--- config.mk ---
export PLATFORM = sky130hd
export DESIGN_NAME = sram2p_rd_sched
export DESIGN_NICKNAME = d
export VERILOG_FILES = /design/src/rtl/sram2p_rd_sched.sv
export SDC_FILE = /design/constraint.sdc
export NUM_CORES = 1
export LEC_CHECK = 0
export BUFFER_PORTS_ARGS = -buffer_cell sky130_fd_sc_hd__buf_2
export CORE_AREA = 2 2 238 240
export DETAILED_ROUTE_END_ITERATION = 8
export DIE_AREA = 0 0 240 242
export PLACE_DENSITY = 0.79
export SYNTH_ARGS = -nofsm -noshare
export SYNTH_HDL_FRONTEND = slang
export SYNTH_SLANG_ARGS = --single-unit
--- constraint.sdc ---
create_clock -name clk -period 7.8 [get_ports clk]
set_input_delay 0 -clock clk [delete_from_list [all_inputs] [get_ports clk]]
set_output_delay 0 -clock clk [all_outputs]
set_load 0.01 [all_outputs]
--- src/rtl/sram2p_rd_sched.sv ---
// Round-robin read scheduler and write forwarder for one sram2p; read data returns in issue order.
// Optional macro SCHED_RAW_STALL_EN: a read colliding with a same-cycle write is held off one cycle.
module sram2p_rd_sched #(
  parameter int AWIDTH    = 12,
  parameter int DWIDTH    = 72,
  parameter int NBPIPE    = 3,
  parameter int NREQ      = 4,
  parameter int IDW       = 2,
  parameter int RSP_DEPTH = 8
) (
  input  logic                   clk,
  input  logic                   rst_n,
  input  logic [NREQ-1:0]        rd_req_valid,
  input  logic [NREQ*AWIDTH-1:0] rd_req_addr,
  output logic [NREQ-1:0]        rd_req_ready,
  output logic                   rd_rsp_valid,
  input  logic                   rd_rsp_ready,
  output logic [DWIDTH-1:0]      rd_rsp_data,
  output logic [IDW-1:0]         rd_rsp_id,
  input  logic                   wr_valid,
  output logic                   wr_ready,
  input  logic [AWIDTH-1:0]      wr_addr,
  input  logic [DWIDTH-1:0]      wr_data,
  output logic                   mem_enable,
  output logic                   write_enable,
  output logic [AWIDTH-1:0]      write_address,
  output logic [DWIDTH-1:0]      write_data,
  output logic [AWIDTH-1:0]      read_address,
  input  logic [DWIDTH-1:0]      read_data
);
  localparam int SL = NBPIPE + 2;
  localparam int PW = (RSP_DEPTH > 1) ? $clog2(RSP_DEPTH) : 1;
  localparam int CW = $clog2(RSP_DEPTH + 1);

  logic              mem_enable_q, mem_enable_d;
  logic              write_enable_q, write_enable_d;
  logic [AWIDTH-1:0] write_address_q, write_address_d;
  logic [DWIDTH-1:0] write_data_q, write_data_d;
  logic [AWIDTH-1:0] read_address_q, read_address_d;
  logic [IDW-1:0]    rr_ptr_q, rr_ptr_d;
  logic [SL-1:0]     trk_vld_q, trk_vld_d;
  logic [IDW-1:0]    trk_id_q [SL];
  logic [IDW-1:0]    trk_id_d [SL];
  logic [PW-1:0]     wr_ptr_q, wr_ptr_d;
  logic [PW-1:0]     rd_ptr_q, rd_ptr_d;
  logic [CW-1:0]     fifo_cnt_q, fifo_cnt_d;
  logic [DWIDTH-1:0] fifo_data [RSP_DEPTH];
  logic [IDW-1:0]    fifo_id [RSP_DEPTH];

  logic [CW-1:0]     inflight;
  logic              issue_ok;
  logic              found;
  logic              push;
  logic              pop;
  logic [NREQ-1:0]   elig;
  logic [NREQ-1:0]   grant;
  logic [IDW-1:0]    gnt_idx;

  // Credit: every tracked read already owns a FIFO slot; a same-cycle pop is not counted.
  always_comb begin
    inflight = '0;
    for (int i = 0; i < SL; i++) inflight = inflight + CW'(trk_vld_q[i]);
    issue_ok = rst_n && ((int'(fifo_cnt_q) + int'(inflight)) < RSP_DEPTH);
  end

  always_comb begin
    elig = rd_req_valid;
`ifdef SCHED_RAW_STALL_EN
    for (int i = 0; i < NREQ; i++) begin
      if (wr_valid && (rd_req_addr[i*AWIDTH +: AWIDTH] == wr_addr)) elig[i] = 1'b0;
    end
`endif
    found   = 1'b0;
    gnt_idx = '0;
    grant   = '0;
    for (int k = 0; k < NREQ; k++) begin
      if (!found && issue_ok && elig[(int'(rr_ptr_q) + k) % NREQ]) begin
        found   = 1'b1;
        gnt_idx = IDW'((int'(rr_ptr_q) + k) % NREQ);
      end
    end
    if (found) grant = NREQ'(1) << gnt_idx;
  end

  always_comb begin
    mem_enable_d    = 1'b1;
    write_enable_d  = wr_valid;
    write_address_d = write_address_q;
    write_data_d    = write_data_q;
    if (wr_valid) begin
      write_address_d = wr_addr;
      write_data_d    = wr_data;
    end
    read_address_d = read_address_q;
    rr_ptr_d       = rr_ptr_q;
    if (found) begin
      read_address_d = rd_req_addr[int'(gnt_idx)*AWIDTH +: AWIDTH];
      rr_ptr_d       = IDW'((int'(gnt_idx) + 1) % NREQ);
    end
    trk_vld_d   = {trk_vld_q[SL-2:0], found};
    trk_id_d[0] = gnt_idx;
    for (int i = 1; i < SL; i++) trk_id_d[i] = trk_id_q[i-1];
    // The oldest tracker slot lines up with the cycle the SRAM presents that read's data.
    push       = trk_vld_q[SL-1];
    pop        = rd_rsp_valid && rd_rsp_ready;
    wr_ptr_d   = wr_ptr_q;
    rd_ptr_d   = rd_ptr_q;
    fifo_cnt_d = fifo_cnt_q;
    if (push) wr_ptr_d = (wr_ptr_q == PW'(RSP_DEPTH-1)) ? '0 : wr_ptr_q + 1'b1;
    if (pop)  rd_ptr_d = (rd_ptr_q == PW'(RSP_DEPTH-1)) ? '0 : rd_ptr_q + 1'b1;
    if (push && !pop)      fifo_cnt_d = fifo_cnt_q + 1'b1;
    else if (pop && !push) fifo_cnt_d = fifo_cnt_q - 1'b1;
  end

  always_ff @(posedge clk or negedge rst_n) begin
    if (!rst_n) begin
      mem_enable_q    <= 1'b0;
      write_enable_q  <= 1'b0;
      write_address_q <= '0;
      write_data_q    <= '0;
      read_address_q  <= '0;
      rr_ptr_q        <= '0;
      trk_vld_q       <= '0;
      wr_ptr_q        <= '0;
      rd_ptr_q        <= '0;
      fifo_cnt_q      <= '0;
    end else begin
      mem_enable_q    <= mem_enable_d;
      write_enable_q  <= write_enable_d;
      write_address_q <= write_address_d;
      write_data_q    <= write_data_d;
      read_address_q  <= read_address_d;
      rr_ptr_q        <= rr_ptr_d;
      trk_vld_q       <= trk_vld_d;
      wr_ptr_q        <= wr_ptr_d;
      rd_ptr_q        <= rd_ptr_d;
      fifo_cnt_q      <= fifo_cnt_d;
    end
  end

  // Payload storage carries no reset; validity lives in the tracker bits and FIFO count.
  always_ff @(posedge clk) begin
    trk_id_q <= trk_id_d;
    if (push) begin
      fifo_data[wr_ptr_q] <= read_data;
      fifo_id[wr_ptr_q]   <= trk_id_q[SL-1];
    end
  end

  assign rd_req_ready  = grant;
  assign rd_rsp_valid  = (fifo_cnt_q != '0);
  assign rd_rsp_data   = rd_rsp_valid ? fifo_data[rd_ptr_q] : '0;
  assign rd_rsp_id     = rd_rsp_valid ? fifo_id[rd_ptr_q] : '0;
  assign wr_ready      = rst_n;
  assign mem_enable    = mem_enable_q;
  assign write_enable  = write_enable_q;
  assign write_address = write_address_q;
  assign write_data    = write_data_q;
  assign read_address  = read_address_q;

endmodule

==> results.py <==
metrics = {
    "clock_network": {
        "clockRootBuffer": "clkbuf_16",
        "cts.repair.resized": 0,
        "cts.clk_slew.worst_paths_ns": 0.06,
        "clock_latency_ns": 0.63,
        "cts.sinks": 717,
        "cts-buffers-inserted": 73,
        "cts_tree": "yes",
        "cts.htree.levels": 3,
        "cts_buffer_depth": 3,
    },
    "power_and_ir_drop": {
        "seqPwrFrac_pct": 41.3,
        "share_clk_of_total_power_pct": 30.5,
        "cell_internal_pwr_mw": 8.428,
        "power_density_mw_per_mm2": 344.8,
        "cellLeakagePower_nw": 12.69,
        "pwr-share-comb_pct": 28.2,
        "post-layout-total-power_mw": 11.97,
        "vdd_drop_max_v": 0.0002259,
        "power.share.switching_pct": 29.59,
        "psw_mw": 3.542,
    },
    "sta": {
        "setup_viol": 0,
        "period_needed_ns": 4.291,
        "post-route-worst-setup-slack_ns": 3.509,
        "max_clock_freq_mhz": 233.0,
        "timing_worst_slew_pin_value_ns": 1.092,
        "final.setup.tns_ns": 0,
        "min_period_over_period_pct": 55.02,
        "max_slew_margin_pct": 27.17,
        "slew_violations": 0,
        "final.setup_skew_ns": 0.02963,
        "grt_setup_unrepaired": "no",
        "report.final.hold_viol_count": 0,
    },
    "grt": {
        "gr-total-overflow": 0,
        "grt_start_max_net_pins": 86,
        "gr-usage-all-layers_pct": 23.18,
        "first_global_vias": 16410,
        "grt_antenna_before_repair": 5,
        "grt_first_pass_wirelength_um": 99640,
    },
    "placement": {
        "placedCellCount": 2401,
        "place_congestion": 0.8992,
        "dpl.hpwl_um": 36730,
        "port_buffers": 389,
        "pre_cts_slack_ns": 4.357,
    },
    "critical_path": {
        "cp_top_delay_family": "buffers and inverters",
        "cp.buffers_inverters": 4,
        "worstPathRequired_ns": 8.34,
        "timing.critical_path.to_type": "register",
        "path_class": "reg -> reg",
        "cpMaxStageDelayCell": "a211oi_2",
        "critical_path.cell_chain": "fa_1, inv_1, fa_1, inv_1, ha_1, nand4b_1, nand3_1, a211oi_2, a22oi_1, dlygate4sd3_1, nand3_1, dlygate4sd3_1",
        "crit_arrival_ns": 4.83,
        "cp_slowest_stage_delay_ns": 0.85,
        "worst_setup_path_start_kind": "register",
        "crit_path_max_fanout": 14,
    },
    "floorplanning": {
        "die_area_mm2": 0.05808,
        "initial_utilization_pct": 49.41,
        "dieHeight_um": 242,
        "boundary_pins": 390,
        "num_rows": 87,
        "core_area_mm2": 0.05573,
        "dieWidth_um": 240,
    },
    "cells_and_area": {
        "postLayoutCoreUtil_pct": 62.28,
        "finalNonFillerCells": 2731,
        "areaGrowthSynthToFinish_pct": 26.06,
        "layout_cell_share_with_drive_strength_beyond_1_pct": 39.16,
        "seqCellArea_mm2": 0.02087,
        "number_of_inserted_filler_cells_in_the_final_layout": 3755,
        "finish.net_count": 2137,
        "multi_input_gate_area_in_the_final_layout_mm2": 0.006310,
    },
    "synthesis": {
        "post_synth_inst_count": 1308,
        "synth.yosys.warnings": 0,
        "netlist_area_mm2": 0.02754,
        "synth.distinct_cells": 45,
        "ys_async_sr_fraction_pct": 16.04,
        "syn_nets": 1533,
        "synth.yosys.seq_area_share_pct": 75.74,
        "post_synthesis_mean_instance_area_um2": 21.05,
        "yosys_most_used_dff": "edfxtp_1",
        "synth-seq-cells": 717,
        "synth_edf_count": 592,
    },
    "route": {
        "drt_pass1_iterations": 5,
        "first_iter_violations": 1155,
        "drtAntennaViolNets": 0,
        "detail_route.vias_per_cell": 5.598,
        "wl_per_cell_um": 24.46,
        "route.vias.total": 15290,
        "drcViolationCount": 0,
        "wirelength_um": 66810,
    },
    "min_path": {
        "worst_hold_check_path_type": "in -> reg",
    },
    "job": {
        "max_capacitance_violation_total": 0,
    },
    "status": {
        "status": "complete, no violations",
    },
}
-- worst paths after layout --
kind | start | end | slack, ns | depth (start not counted)
min in group asynchronous | rst_n | write_data[29]$_DFFE_PN0P_ | 0.58 | 3
worst max register to register | trk_vld_q[0]$_DFF_PN0_ | read_address[8]$_DFFE_PN0P_ | 3.51 | 12
max in group asynchronous | rst_n | read_address[4]$_DFFE_PN0P_ | 5.99 | 4
worst max-delay path | trk_vld_q[0]$_DFF_PN0_ | read_address[8]$_DFFE_PN0P_ | 3.51 | 12
worst min-delay path | rd_req_valid[1] | trk_id_d[7]$_DFF_P_ | 0.09 | 5
worst min register to register | trk_id_d[5]$_DFF_P_ | trk_id_d[3]$_DFF_P_ | 0.32 | 0
-- layout make-up --
type,instances,area share (%)
clock inverter,40,1.600
clock buffer,92,5.641
tap,756,2.725
inverter,10,0.1081
timing repair buffer,601,11.59
sequential,717,60.11
multi-input combinational,509,18.18
antenna,6,0.04325
-- layout by cell type (no fill, tap or decap), types with 11 or more instances in the layout --
cell,count
a22oi_1,12
mux2i_1,76
edfxtp_1,592
clkbuf_1,14
bufinv_16,12
mux2_2,88
buf_2,387
dfrtp_1,112
dlygate4sd3_1,192
a32oi_1,11
nand3_1,23
clkbuf_16,75
buf_4,22
nor2_1,78
mux4_2,148
-- through the flow --
step	hold WS, ns	cell area, um^2
2_1_floorplan	-0.2956	27540
3_3_place_gp	0.1120	30260
3_5_place_dp	0.1221	30260
4_1_cts	0.04375	34700
5_1_grt	0.1059	34710
6_report	0.09192	34710
-- cell usage after synthesis (all sizes together) (6+ instances only) --
master / count / area share (%)
ha: 10 / 0.45
mux2i: 76 / 2.8
dfxtp: 10 / 0.73
nor2: 84 / 1.1
edfxtp: 592 / 65
buf: 51 / 1.1
mux4: 148 / 12
a32oi: 11 / 0.35
mux2: 88 / 3.6
nand2b: 6 / 0.16
nand2: 9 / 0.12
dfrtp: 115 / 10
clkbuf: 21 / 0.29
a22oi: 12 / 0.33
nand3: 23 / 0.42
inv: 10 / 0.14
-- what timing repair did --
action / CTS / global route
hold buffers: 192 / 0
hold endpoints to repair: 736 / 0
buffers inserted: 0 / 0
-- power by group through the flow --
stage | Clock, mW | Combinational [mW] | Sequential, mW
3_3_place_gp | 0 | 3.20 | 4.99
4_1_cts | 3.70 | 3.40 | 4.94
3_5_place_dp | 0 | 3.25 | 5.01
2_1_floorplan | 0 | 2.27 | 4.89
6_report | 3.65 | 3.38 | 4.94
5_1_grt | 3.87 | 3.64 | 4.99
-- cell families after synthesis --
group	synth area share [%]
AO/OA/AOI/OAI	1.086
XOR/XNOR	0.1272
adder cells (fa/ha/maj)	0.6725
buffers and inverters	1.572
flip-flops	75.74
multiplexers	18.47
other	0.01362
AND/OR/NAND/NOR	2.326
-- worst min-delay path: stages --
cell and delay, ns:
buf_2 0.13, nand3b_1 0.09, o221ai_1 0.10, or2_4 0.23
nor2_1 0.09
-- flip-flops by register name (all words and copies together) (netlist names) --
signal	count
read_address	12
write_address	12
trk_id_q	2
trk_vld_q	5
fifo_data	576
rd_ptr_q	3
trk_id_d	8
fifo_id	16
rr_ptr_q	2
mem_enable	1
wr_ptr_q	3
fifo_cnt_q	4
write_data	72
write_enable	1
-- per-layer routing --
metal / vias up / track usage (%) / wire length [um]
met4: 2 / 12.81 / 3602
met2: 785 / 38.75 / 33700
met1: 7829 / 28.19 / 24430
met3: 165 / 4.866 / 5061
li1: 6508 / - / -
met5: - / 0 / 13
Power figures use the tool's default switching activity.
